===== src/rtl/fc_act_loader.sv =====
// Serial activation loader, settle timer and result register wrapped around one combinational
// fully-connected layer. Defining FC_ACT_LOADER_LAST_CHK_EN adds the s_last/err framing check.
module fc_act_loader #(
   parameter int unsigned WIDTH   = 8,
   parameter int unsigned IN      = 128,
   parameter int unsigned Z_WIDTH = 23,
   parameter int unsigned SETTLE  = 2
) (
   input  logic                clk,
   input  logic                rst,
   input  logic                s_valid,
   output logic                s_ready,
   input  logic [WIDTH-1:0]    s_data,
   output logic [WIDTH*IN-1:0] x_vec,
   input  logic [Z_WIDTH-1:0]  z_in,
   output logic                m_valid,
   input  logic                m_ready,
   output logic [Z_WIDTH-1:0]  m_data,
   output logic                busy
`ifdef FC_ACT_LOADER_LAST_CHK_EN
   ,
   input  logic                s_last,
   output logic                err
`endif
);

   localparam int unsigned     IdxW      = (IN > 1) ? $clog2(IN) : 1;
   localparam logic [IdxW-1:0] IdxLast   = IdxW'(IN - 1);
   localparam logic [7:0]      SettleCnt = 8'(SETTLE);

   typedef enum logic [1:0] {StFill, StSettle, StOut} state_e;

   state_e                state_q, state_d;
   logic [IdxW-1:0]       idx_q, idx_d;
   logic [7:0]            cnt_q, cnt_d;
   logic [WIDTH*IN-1:0]   x_vec_q, x_vec_d;
   logic [Z_WIDTH-1:0]    m_data_q, m_data_d;
   logic                  accept;

   always_comb begin
      state_d  = state_q;
      idx_d    = idx_q;
      cnt_d    = cnt_q;
      x_vec_d  = x_vec_q;
      m_data_d = m_data_q;
      s_ready  = 1'b0;
      accept   = 1'b0;
      unique case (state_q)
         StFill: begin
            // Held low while rst is asserted so no beat is ever offered a handshake in reset.
            s_ready = ~rst;
            if (s_valid && s_ready) begin
               accept = 1'b1;
               x_vec_d[WIDTH*idx_q +: WIDTH] = s_data;
               if (idx_q == IdxLast) begin
                  idx_d   = '0;
                  cnt_d   = SettleCnt;
                  state_d = StSettle;
               end else begin
                  idx_d = idx_q + 1'b1;
               end
            end
         end
         StSettle: begin
            cnt_d = cnt_q - 8'd1;
            if (cnt_q == 8'd1) begin
               m_data_d = z_in;
               state_d  = StOut;
            end
         end
         StOut: begin
            if (m_ready) state_d = StFill;
         end
         default: state_d = StFill;
      endcase
   end

   always_ff @(posedge clk) begin
      if (rst) begin
         state_q  <= StFill;
         idx_q    <= '0;
         cnt_q    <= '0;
         x_vec_q  <= '0;
         m_data_q <= '0;
      end else begin
         state_q  <= state_d;
         idx_q    <= idx_d;
         cnt_q    <= cnt_d;
         x_vec_q  <= x_vec_d;
         m_data_q <= m_data_d;
      end
   end

   assign x_vec   = x_vec_q;
   assign m_data  = m_data_q;
   assign m_valid = (state_q == StOut);
   assign busy    = !((state_q == StFill) && (idx_q == '0));

`ifdef FC_ACT_LOADER_LAST_CHK_EN
   logic err_q, err_d;

   // Sticky: any accepted beat whose s_last disagrees with the vector position.
   always_comb begin
      err_d = err_q;
      if (accept && (s_last != (idx_q == IdxLast))) err_d = 1'b1;
   end

   always_ff @(posedge clk) begin
      if (rst) err_q <= 1'b0;
      else     err_q <= err_d;
   end

   assign err = err_q;
`else
   logic unused_accept;
   assign unused_accept = accept;
`endif

endmodule


===== config.mk =====
export PLATFORM = sky130hd
export DESIGN_NAME = fc_act_loader
export DESIGN_NICKNAME = d
export VERILOG_FILES = /design/src/rtl/fc_act_loader.sv
export SDC_FILE = /design/constraint.sdc
export NUM_CORES = 2
export LEC_CHECK = 0
export BUFFER_PORTS_ARGS = -buffer_cell sky130_fd_sc_hd__buf_2
export CORE_ASPECT_RATIO = 0.5
export CORE_MARGIN = 2
export CORE_UTILIZATION = 28
export CTS_CLUSTER_DIAMETER = 50
export DETAILED_ROUTE_END_ITERATION = 16
export GPL_ROUTABILITY_DRIVEN = 0
export GPL_TIMING_DRIVEN = 0
export PLACE_DENSITY_LB_ADDON = 0.2
export SYNTH_ARGS = -nofsm -noshare
export SYNTH_HDL_FRONTEND = slang
export SYNTH_SLANG_ARGS = --single-unit

===== constraint.sdc =====
create_clock -name clk -period 4 [get_ports clk]
set_input_delay 0.4 -clock clk [delete_from_list [all_inputs] [get_ports clk]]
set_output_delay 0.4 -clock clk [all_outputs]
set_load 0.03 [all_outputs]

======== After elaboration in Yosys (flattened, before gate mapping) ========
Cells that the tools add are included.
storage, ports and cells
  output and inout bits ................... 1,050
  input bits .............................. 35
  bits in registers ....................... 1,064
  logic and storage cells ................. 40
cells by class
  reduce and logical (&&, ||, !) cells .... 10
  eq/ne operators ......................... 8
  bitwise logic cells ..................... 1
  muxes and demuxes ....................... 11
  shift operators ......................... 2
  add/subtract/negate cells ............... 3
operator list
  kind                       number
  $bwmux 1024                1
  $shift 8x34->1024 const A  1
  $shiftx 8x34->1024         1
  $neg 10->34                1
  $mux 8                     2
  $pmux 8 s2                 1
  $eq 8x1->1 const B         1
  $mux 2                     4
  $sub 8x1->8 const B        1
  $add 7x1->7 const B        1
  $eq 7x7->1 const B         1
  $logic_not 7->1            1
  $mux 7                     1
  $ne 2x2->1 const B         3
  $pmux 2 s3                 1
  $reduce_and 2->1           2
  $reduce_and 4->1           1
  $reduce_and 3->1           1
  $eq 2x1->1 const B         1
  $eq 2x2->1 const B         1
  $logic_and 1x1->1          2
  $logic_not 2->1            1
  $ne 2x1->1 const B         1
  $reduce_bool 2->1          1
  3 further kinds            3

======== Longest topological paths before layout ========
  word-level depth ........................ 4
  depth in mapped cells ................... 15
  gate-level depth less buffers ........... 10

======== Least setup slack after synthesis ========
No wires, ideal clock.
  path kind ............................... register to register
  start point ............................. register idx_q[0]
  end point ............................... register x_vec_q[363], in the netlist x_vec[363]
  data required time ...................... 3.884 ns
  setup time .............................. 0.116 ns
  path buffers ............................ 4
  data arrival time ....................... 2.894 ns
  slack ................................... 0.989 ns
  period minus slack after synthesis ...... 3.011 ns
  stages on the path, launching flop included .. 15
  path through ............................ dfxtp_1 buf_2 inv_1 ha_1 buf_4 nand2_1 nor3_1 ha_1 inv_1 o31a_1 clkbuf_1 and3_1 buf_1 nand3_1 a31o_2
on the way
  cells in the longest elaborated chain, start to end .. 3
  elaborated cells between the ends (all ways) .. 4
  those cells by class .................... add/sub (1); shift (2); mux (1)
ends and longest elaborated chain
  item                                                     RTL line  source
  start, declared                                          34        logic [IdxW-1:0] idx_q, idx_d;
  start signal, assigned                                   87        idx_q <= idx_d;
  $neg 10->34 (*)                                          54        x_vec_d[WIDTH*idx_q +: WIDTH] = s_data;
  $shiftx 8x34->1024 or $shift 8x34->1024 (tied branches)  54
  $bwmux 1024 (*)                                          54
  end signal, assigned                                     89        x_vec_q <= x_vec_d;
  end, declared                                            36        logic [WIDTH*IN-1:0] x_vec_q, x_vec_d;
Mark *: on every way between the ends. The rest lies on a longest branch, timed or not.
A chain may end at the register's enable or synchronous reset.

======== Final worst setup path ========
  start point ............................. register idx_q[0]
  end point ............................... register x_vec_q[199], in the netlist x_vec[199]
The elaborated chain is that of the path after synthesis.

==> qor.csv <==
metric,value,unit
post-route antenna net violation count,0,
root buf cell,clkbuf_16,
clock sink total,1064,
"CTS clk-pin slew, worst paths",0.07,ns
unique cell type count in the Yosys netlist,79,
TritonCTS clock tree,done,
I/O pins,1085,
Detailed Route Iter0 Violations,4631,
Starting Density,28.2,%
CTS buffer count,107,
Yosys top cell by area,dfxtp_1,
"EDFF count, synth",0,
clock share of power,47.4,%
minimum clock period,3.97,ns
Final Skew,0.0479,ns
Mapped Nets,4759,
WS Path Type,reg2reg,
switch share,26.6,%
"Slew Viols, Final",11,
WL/cell,32.1,um
HPWL after DPL,206,mm
critical path peak fanout,10,
pre-CTS setup slack,-0.764,ns
fin cells,8133,
Slew HR,-6.45,%
Async SR Flop Fraction,0,%
Internal,16.7,mW
"Arr. time, crit path",4.55,ns
pwr dens,404,nW/um^2
fraction of layout cells with a size suffix above 1,27.2,%
vias in the first global route,40700,
H-tree depth,3,
largest cells by area after synthesis,"dfxtp_1, mux2i_1, nand2_1",
die area,157000,um^2
die span in y,281,um
Max Cap Viol,1,
peak supply drop,0.318,mV
clk_lat worst skew,0.76,ns
Syn Std Cell Area,42900,um^2
worst setup margin,0.0299,ns
Worst Tran Pin Value,1.60,ns
Mean Syn Cell Area,9.10,um^2
Max clock buf depth,3,
post-synthesis sequential area ratio,49.6,%
status,"complete, but fails checks",
Layout Area Growth over Synthesis,31.1,%
Worst Setup End Kind,register,
CORE AREA,152000,um^2
grt total ovfl,0,
final wirelength,261,mm
leakage,24.5,nW
Fin. Hold Viols,0,
# placed instances,7889,
top_reg_cell synth,dfxtp_1,
Critical Path RT,4.58,ns
DR vias/cell,5.39,
final net count,6009,
register bit count reported by yosys,1064,
Finish-stage setup viols,0,
first-pass GRT wire length,344,mm
Flop pwr share,46.5,%
worst hold slack,0.109,ns
# DRC,0,
Setup TNS,0,ns
violations in the final reports,"max-capacitance violations, max-slew violations",
Comb power frac,6.1,%
die width,558,um
Buffers on Ports,1081,
yosys warns,0,
Total GRT Usage,31.8,%
Syn Inst Count,4719,
final period utilization,99.3,%
worst min path class,in2reg,
Yosys top cell area share,49.6,%
drt pass-1 iters,6,
element type at the critical path start,register,
via count,43900,
initial antenna violation count,22,
Peak Freq,0.252,GHz
switching pwr,6.06,mW
pin count of the biggest net entering global routing,16,
Std-Cell Rows,101,
-- routing by layer --
layer / global-route usage [%] / vias to the layer above / routed length [um] / part of all wire [%]
li1: - / 19100 / - / -
met1: 39.7 / 21800 / 104000 / 40
met2: 48.8 / 2338 / 115000 / 44
met3: 9.10 / 646 / 24500 / 9.4
met4: 18.5 / 6 / 18100 / 6.9
met5: 0 / - / 69 / 0.026
-- placed cells by master (no fill, tap or decap), drive strengths merged, types with 73 or more instances in the layout --
cell type,count
nor3,75
nand4,81
dfxtp,1064
o21ai,251
or4,73
nand3,359
buf,1187
a21oi,291
mux2i,653
clkbuf,506
nand2,866
nor2,213
-- cell type report --
class	instances	area (um^2)
inverters	10	37.5
well taps	2060	2580
clock inverters	44	518
multi-input cells	3228	20600
clock buffers	158	3130
diodes	11	27.5
plain buffers	409	1750
fillers	16000	95700
flip-flops and latches	1064	21300
repair buffers	1149	6360
-- registers in the layout (all words and copies together), names as in the netlist --
name,count
cnt_q,8
m_data,23
idx_q,7
state_q,2
x_vec,1024
-- power by group through the flow --
stage	Sequential (mW)	Clock (mW)	Combinational, mW
final	10.6	10.8	1.39
after global routing	10.6	11.3	1.38
after CTS	10.6	10.8	1.27
after detailed placement	10.8	0	1.24
after global placement	10.8	0	1.19
after floorplan	10.8	0	0.531
-- synth_stat cells, types with 15 or more instances --
cell type,count
nor3_1,53
mux2i_1,653
nand4_1,78
a21oi_1,289
buf_2,45
clkbuf_1,337
or3_1,49
o31ai_1,54
nand2_1,863
dfxtp_1,1064
o211ai_1,25
and3_1,18
or4_1,73
buf_1,21
nor3_2,17
nand3_1,323
nand3_2,35
o311ai_0,15
nor2_1,209
o21ai_0,246
a31o_2,47
-- cells by family after synthesis --
logic type | after synthesis | share of synthesized area, %
and+or+nand+nor | 1827 | 20.5
DFF | 1064 | 49.6
AOI/OAI and AO/OA | 727 | 10.2
muxes | 657 | 15.3
buffers and inverters | 427 | 3.99
xor gates and xnor gates | 12 | 0.245
adders and majority gates | 5 | 0.146
-- worst max-delay path, stage by stage, from the launching register on --
cell and delay, ns:
dfxtp_1 0.42, clkbuf_4 0.28, inv_1 0.11, ha_1 0.21, buf_4 0.19, nand2b_1 0.08, clkbuf_1 0.38, o21a_1 0.48
clkbuf_2 0.45, buf_2 0.44, nor2_2 0.22, nand2_2 0.39, mux2i_1 0.13
-- what timing repair did --
action	4_1_cts	5_1_grt
hold buffers	23	0
gates cloned	0	0
pin swaps	3	7
endpoints found under the setup margin	748	704
hold endpoints to repair	23	0
resized for setup	67	137
buffers inserted	7	8
-- path summary, 6_finish.rpt --
check	from	end	slack, ns	cells after the start
worst min-delay path	m_ready	state_q[1]$_SDFFE_PP0P_	0.11	3
worst max-delay path	idx_q[0]$_SDFFE_PP0P_	x_vec[199]$_SDFFE_PP0P_	0.03	12
worst max register to register	idx_q[0]$_SDFFE_PP0P_	x_vec[199]$_SDFFE_PP0P_	0.03	12
worst min register to register	m_data[14]$_SDFFE_PP0P_	m_data[14]$_SDFFE_PP0P_	0.45	2
-- metrics by stage --
stage / cell area (um^2) / util, % / power (mW)
2_1_floorplan: 42900 / - / 11.4
3_3_place_gp: 50900 / 33.5 / 12.0
3_5_place_dp: 51500 / 33.9 / 12.1
4_1_cts: 55700 / 36.6 / 22.7
5_1_grt: 56300 / 37.0 / 23.3
6_report: 56300 / 37.0 / 22.8
No activity file was read; power rests on OpenSTA's default activity.
